$ cat config.mk
export PLATFORM = sky130hd
export DESIGN_NAME = stream_arbiter
export DESIGN_NICKNAME = d
export VERILOG_FILES = /design/src/rtl/stream_arbiter.sv
export SDC_FILE = /design/constraint.sdc
export NUM_CORES = 1
export LEC_CHECK = 0
export CAP_MARGIN = 5
export CORE_ASPECT_RATIO = 0.6
export CORE_UTILIZATION = 44
export DETAILED_ROUTE_END_ITERATION = 10
export MAX_ROUTING_LAYER = met4
export PLACE_DENSITY = 0.88
export SYNTH_ARGS = -nofsm -noshare
export SYNTH_HDL_FRONTEND = slang
export SYNTH_SLANG_ARGS = --single-unit
$ cat constraint.sdc
create_clock -name clk -period 9.28 [get_ports clk]
set_input_delay 1.392 -clock clk [delete_from_list [all_inputs] [get_ports clk]]
set_output_delay 1.392 -clock clk [all_outputs]
set_load 0.02 [all_outputs]
$ cat src/rtl/stream_arbiter.sv
// N-to-1 round-robin stream merger with a small registered output FIFO.
// Optional build macro STREAM_ARBITER_TAG_EN stamps the granted source index into the message MSBs.
module stream_arbiter #(
  parameter int nbits   = 32,
  parameter int ninputs = 8,
  parameter int nbufs   = 2
) (
  input  logic             clk,
  input  logic             reset,
  input  logic             istream_val [0:ninputs-1],
  input  logic [nbits-1:0] istream_msg [0:ninputs-1],
  output logic             istream_rdy [0:ninputs-1],
  output logic             ostream_val,
  output logic [nbits-1:0] ostream_msg,
  input  logic             ostream_rdy
);

  localparam int PW = $clog2(ninputs);
  localparam int AW = $clog2(nbufs);
  localparam int CW = $clog2(nbufs + 1);

  logic [PW-1:0]    ptr_q, ptr_d;
  logic [AW-1:0]    wr_q, wr_d;
  logic [AW-1:0]    rd_q, rd_d;
  logic [CW-1:0]    cnt_q, cnt_d;
  logic [nbits-1:0] mem_q [nbufs];

  logic             space;
  logic             any_val;
  logic             accept;
  logic             deq;
  logic [PW-1:0]    grant;
  logic [nbits-1:0] enq_msg;

  // Adds an offset below ninputs and wraps, so non-power-of-2 sizes never overflow the range.
  function automatic logic [PW-1:0] wrap_add(input logic [PW-1:0] base, input int off);
    int s;
    s = int'(base) + off;
    if (s >= ninputs) s = s - ninputs;
    return PW'(s);
  endfunction

  function automatic logic [AW-1:0] buf_inc(input logic [AW-1:0] p);
    return (p == AW'(nbufs - 1)) ? '0 : p + 1'b1;
  endfunction

  // Space excludes the full-with-dequeue case so istream_rdy never depends on ostream_rdy.
  assign space = cnt_q < CW'(nbufs);

  // NOTE: every variable gets a default at the top of always_comb so no latch is inferred.
  always_comb begin
    grant   = '0;
    any_val = 1'b0;
    for (int k = 0; k < ninputs; k++) begin
      if (!any_val && istream_val[wrap_add(ptr_q, k)]) begin
        any_val = 1'b1;
        grant   = wrap_add(ptr_q, k);
      end
    end
  end

  assign accept = space && any_val;

  // Gated by reset so the ready outputs drop the moment reset asserts.
  always_comb begin
    for (int i = 0; i < ninputs; i++) begin
      istream_rdy[i] = !reset && accept && (grant == PW'(i));
    end
  end

  always_comb begin
    enq_msg = istream_msg[grant];
`ifdef STREAM_ARBITER_TAG_EN
    enq_msg[nbits-1 -: PW] = grant;
`endif
  end

  assign ostream_val = cnt_q != '0;
  assign ostream_msg = mem_q[rd_q];
  assign deq         = ostream_val && ostream_rdy;

  always_comb begin
    ptr_d = ptr_q;
    wr_d  = wr_q;
    rd_d  = rd_q;
    cnt_d = cnt_q;
    if (accept) begin
      ptr_d = wrap_add(grant, 1);
      wr_d  = buf_inc(wr_q);
    end
    if (deq) rd_d = buf_inc(rd_q);
    case ({accept, deq})
      2'b10:   cnt_d = cnt_q + 1'b1;
      2'b01:   cnt_d = cnt_q - 1'b1;
      default: cnt_d = cnt_q;
    endcase
  end

  // NOTE: state registers use non-blocking assignments so every flop samples pre-edge values.
  always_ff @(posedge clk or posedge reset) begin
    if (reset) begin
      ptr_q <= '0;
      wr_q  <= '0;
      rd_q  <= '0;
      cnt_q <= '0;
    end else begin
      ptr_q <= ptr_d;
      wr_q  <= wr_d;
      rd_q  <= rd_d;
      cnt_q <= cnt_d;
    end
  end

  // NOTE: payload storage is not reset; occupancy alone decides which entries are meaningful.
  always_ff @(posedge clk) begin
    if (accept) mem_q[wr_q] <= enq_msg;
  end

endmodule

### After elaboration in Yosys (flattened, before gate mapping)

Memory sizes are Yosys's and may differ from the RTL's.
Cells that the tools add are included.

| cells by class | value |
|---|---|
| add/subtract/negate cells | 21 |
| bitwise gates (word level) | 9 |
| mux-type cells | 57 |
| reductions and logical operators | 29 |
| order comparisons | 19 |
| eq/ne operators | 9 |

Operator list:

| operator | count |
|---|---|
| $bmux W32 S3 | 1 |
| $ge A4 B4 Y1 const B | 17 |
| $mux W32 | 2 |
| $mux W3 | 17 |
| $not A3 Y4 | 9 |
| $mux W1 | 28 |
| $sub A3 B1 Y3 const B | 9 |
| $bmux W1 S3 | 8 |
| $logic_and A1 B1 Y1 | 18 |
| $add A3 B3 Y4 const B | 4 |
| $eq A3 B3 Y1 const B | 4 |
| $add A3 B1 Y4 const B | 2 |
| $add A3 B2 Y4 const B | 2 |
| $logic_not A1 Y1 | 8 |
| $eq A3 B2 Y1 const B | 2 |
| $ge A3 B4 Y1 const B | 1 |
| $pmux W2 S2 | 1 |
| $reduce_bool A2 Y1 | 2 |
| $eq A3 B1 Y1 const B | 1 |
| $logic_not A3 Y1 | 1 |
| $add A1 B1 Y1 const B | 2 |
| $add A2 B1 Y2 const B | 1 |
| $eq A2 B1 Y1 const B | 1 |
| $eq A2 B2 Y1 const B | 1 |
| other kinds (2) | 2 |

| word-level totals | value |
|---|---|
| output and inout bits | 41 |
| input bits | 267 |
| memories | 1 |
| flip-flop bits (word level) | 7 |
| RAM bits | 64 |
| logic and storage cells | 149 |

Memories:

| memory | words | bits a word | read ports | clocked after Yosys merged registers in | wr ports | line | source |
|---|---|---|---|---|---|---|---|
| mem_q | 2 | 32 | 1 | 0 | 1 | 26 | `logic [nbits-1:0] mem_q [nbufs];` |

### Longest topological paths before layout

| logic depth | value |
|---|---|
| word-level depth | 32 |
| mapped depth | 17 |
| gate-level depth less buffers | 12 |

### Worst setup path before layout

No wires, ideal clock.

| timing | value |
|---|---|
| kind | in2out |
| from | input port istream_val[2] (netlist bit) |
| to | output port istream_rdy[1] (netlist bit) |
| path slack | 4127 ps |
| arrival | 3761 ps |
| path buffers | 3 |
| stages | 9 |
| data required time | 7888 ps |
| path through | mux4_2 mux2_4 o21bai_1 a211o_1 or2_1 buf_2 buf_6 buf_6 nor3_1 |

RTL lines:

| item | line | source |
|---|---|---|
| from (decl) | 10 | `input logic istream_val [0:ninputs-1],` |
| to (decl) | 12 | `output logic istream_rdy [0:ninputs-1],` |

==> results.md <==
Clock network
• **TritonCTS clock tree** done
• **Resize count post-CTS** 0
• **TritonCTS Buffers** 9
• **number of clock sinks** 71
• **clk slew on worst S/H paths** 0.06 ns
• **H-tree level count** 3
• **clock root buffer master** sky130_fd_sc_hd__clkbuf_16
• **Post-CTS Hold Fix Bufs** 0
• **Skew-Pair Late Insertion Delay** 0.32 ns
• **Post-CTS Setup Bufs** 0
• **clk buf depth** 2

Die
• **placeable core area** 0.0129 sq mm
• **starting utilization of the core area** 45.5%
• **horizontal die dimension** 151 um
• **die span in y** 91.6 um
• **Die Outline Area** 0.0139 sq mm
• **number of standard-cell rows in the floorplan** 32
• **number of top-level pins** 308

Timing
• **hold violation total from the final report** 0
• **number of max-slew violations in the final report** 0
• **RSZ-0062 raised after global routing** no
• **clock period minus worst slack** 6.81 ns
• **Final Skew** 0.00649 ns
• **Slew @ Worst Pin** 0.981 ns
• **achievable clock frequency** 0.147 GHz
• **sum of negative setup slack** 0 ns
• **Max-slew headroom** 34.4%
• **crit share post-route** 73.4%
• **Setup-failing EPs final** 0

Outcome
• **outcome** complete, no violations

Worst hold path
• **hold crit path type** register to register
• **number of instances on the worst hold path** 1
• **Worst Min Path Start** cnt_q[0]$_DFFE_PP0P_
• **endpoint of the worst hold-timing path** cnt_q[0]$_DFFE_PP0P_

Place
• **total of buffers placed on input and output ports** 307
• **routability cong.** 0.930
• **Detail Placement HPWL** 14.7 mm

Detailed routing
• **Final Routed Wirelength** 19.8 mm
• **DRC** 0
• **drt first-iter violations** 420
• **Vias per Instance** 5.55
• **mean routed wirelength per cell** 17.3 um
• **remaining number of nets flagged by the antenna check after routing** 0
• **via count** 6361
• **Pre-Repair DR Iteration Count** 5

Yosys
• **Synth Area per Inst** 8.28 sq um
• **count of yosys warnings during synthesis** 0
• **Primary FF master, synth** sky130_fd_sc_hd__edfxtp_1
• **Post-synth EDFFs** 64
• **Cells after Synth** 711
• **register area share after synthesis** 35.6%
• **Seq cells post-synth** 71
• **syn nets** 982
• **Cell variety after synth** 53
• **proportion of synthesized flip-flops having asynchronous set or reset** 9.86%
• **cell area after synthesis** 0.00589 sq mm

Cells and area
• **share of layout cells above drive strength 1** 8.50%
• **commonest non-fill, non-tap cell in the layout** sky130_fd_sc_hd__clkdlybuf4s50_1
• **diodes inserted** 0
• **area growth from synthesis to layout** 55.4%
• **nets** 1243
• **commonest cells after routing, fill and taps aside** sky130_fd_sc_hd__clkdlybuf4s50_1, sky130_fd_sc_hd__nand2_1, sky130_fd_sc_hd__nand3_1

Setup path
• **type of origin of the critical path** register
• **length in cells of the worst reg-to-reg path** 13
• **Worst Path Max Fanout** 45
• **critical path required time** 7.89 ns
• **crit path capture type** output port
• **register-to-register path setup slack** 3.60 ns
• **critical path arrival** 5.42 ns
• **Crit Path Category** register to output port
• **capture instance of the worst register-to-register path** mem_q[0][28]$_DFFE_PP_
• **launch point of the worst reg-to-reg path** ptr_q[0]$_DFFE_PP0P_

Global routing
• **largest net degree at the start of global routing** 89
• **total global-route track usage** 29.0%
• **aggregate global routing overflow** 0
• **wire length of the first global-routing pass** 30.2 mm
• **number of antenna violations at the first check in global routing** 0
• **via count of the first global-routing pass** 5977

Job
• **number of maximum-capacitance constraint violations** 0

worst max-delay path by stage:
stage	startpoint	endpoint	slack (ns)
after global routing	ptr_q[0]$_DFFE_PP0P_	istream_rdy[2]	2.09
after floorplan	istream_val[2]	istream_rdy[1]	4.13
after CTS	ptr_q[0]$_DFFE_PP0P_	istream_rdy[3]	2.50
after detailed placement	istream_val[3]	istream_rdy[0]	2.74
after global placement	istream_val[6]	istream_rdy[0]	2.83
final	ptr_q[0]$_DFFE_PP0P_	istream_rdy[3]	2.47
kinds of logic after synthesis:
group,share of synthesized area (%)
mux,14.0
compound gates,12.4
fa+ha+maj,0.850
flops,35.6
buf+inv,6.76
simple gates,28.8
xor+xnor,1.59
Yosys cell counts, types with 3 or more instances:
master	number	area (sq um)
sky130_fd_sc_hd__mux2i_1	18	180
sky130_fd_sc_hd__o21ai_0	5	25.0
sky130_fd_sc_hd__clkbuf_1	13	48.8
sky130_fd_sc_hd__a32o_1	32	320
sky130_fd_sc_hd__buf_1	3	11.3
sky130_fd_sc_hd__mux4_2	9	203
sky130_fd_sc_hd__inv_1	4	15.0
sky130_fd_sc_hd__edfxtp_1	64	1920
sky130_fd_sc_hd__dfrtp_1	7	175
sky130_fd_sc_hd__buf_4	8	60.1
sky130_fd_sc_hd__a31oi_1	32	200
sky130_fd_sc_hd__nor2_1	6	22.5
sky130_fd_sc_hd__buf_2	30	150
sky130_fd_sc_hd__buf_6	9	101
sky130_fd_sc_hd__nor3_1	10	50.1
sky130_fd_sc_hd__nand2b_1	3	18.8
sky130_fd_sc_hd__nand2_1	266	998
sky130_fd_sc_hd__xnor2_1	5	43.8
sky130_fd_sc_hd__ha_1	4	50.1
sky130_fd_sc_hd__mux2_2	38	428
sky130_fd_sc_hd__nand3_1	100	500
sky130_fd_sc_hd__o221ai_1	3	26.3
layout make-up:
cell class | instances | area [sq um]
repair buffers | 313 | 3120
clock buffers | 10 | 229
inverters | 7 | 28.8
clock inverters | 6 | 45.0
fillers | 1011 | 3780
flip-flops and latches | 71 | 2100
well taps | 170 | 213
multi-input cells | 570 | 3420
sequential cells by signal, summed over array words and instances (netlist names):
name   count
rd_q       1
wr_q       1
mem_q     64
ptr_q      3
cnt_q      2
stage by stage:
| stage | cells | setup WS, ns | instance area [sq um] | util [%] | hold slack, ns |
|---|---|---|---|---|---|
| 6_report | 1147 | 2.47 | 9150 | 70.7 | 0.503 |
| 3_5_place_dp | 1131 | 2.74 | 8870 | 68.6 | 0.494 |
| 2_1_floorplan | 711 | 4.13 | 5890 | - | 0.456 |
| 5_1_grt | 1147 | 2.09 | 9150 | 70.7 | 0.537 |
| 3_3_place_gp | 1131 | 2.83 | 8870 | 68.6 | 0.493 |
| 4_1_cts | 1147 | 2.50 | 9150 | 70.7 | 0.506 |
layer usage:
metal / part of all wire, % / track usage, % / up-vias
met5: 0 / - / -
met4: 1.3 / 6.25 / 0
met3: 8.8 / 5.73 / 22
met2: 47 / 46.8 / 284
met1: 43 / 37.6 / 2974
li1: - / - / 3081
worst max-delay path, cell delays in order, from the launching register on:
cell,delay [ns]
sky130_fd_sc_hd__dfrtp_1,0.32
sky130_fd_sc_hd__buf_4,0.28
sky130_fd_sc_hd__clkinv_1,0.34
sky130_fd_sc_hd__ha_1,0.89
sky130_fd_sc_hd__mux4_2,0.61
sky130_fd_sc_hd__mux2i_1,0.14
sky130_fd_sc_hd__a32oi_1,0.21
sky130_fd_sc_hd__or3_1,0.46
sky130_fd_sc_hd__o211a_4,0.40
sky130_fd_sc_hd__inv_4,0.40
sky130_fd_sc_hd__nand3_1,0.18
sky130_fd_sc_hd__nor3_1,0.19
sky130_fd_sc_hd__clkdlybuf4s50_1,0.64
Power is not shown: default switching activity piles up to over one toggle a cycle in this logic, so the estimate is an artifact.
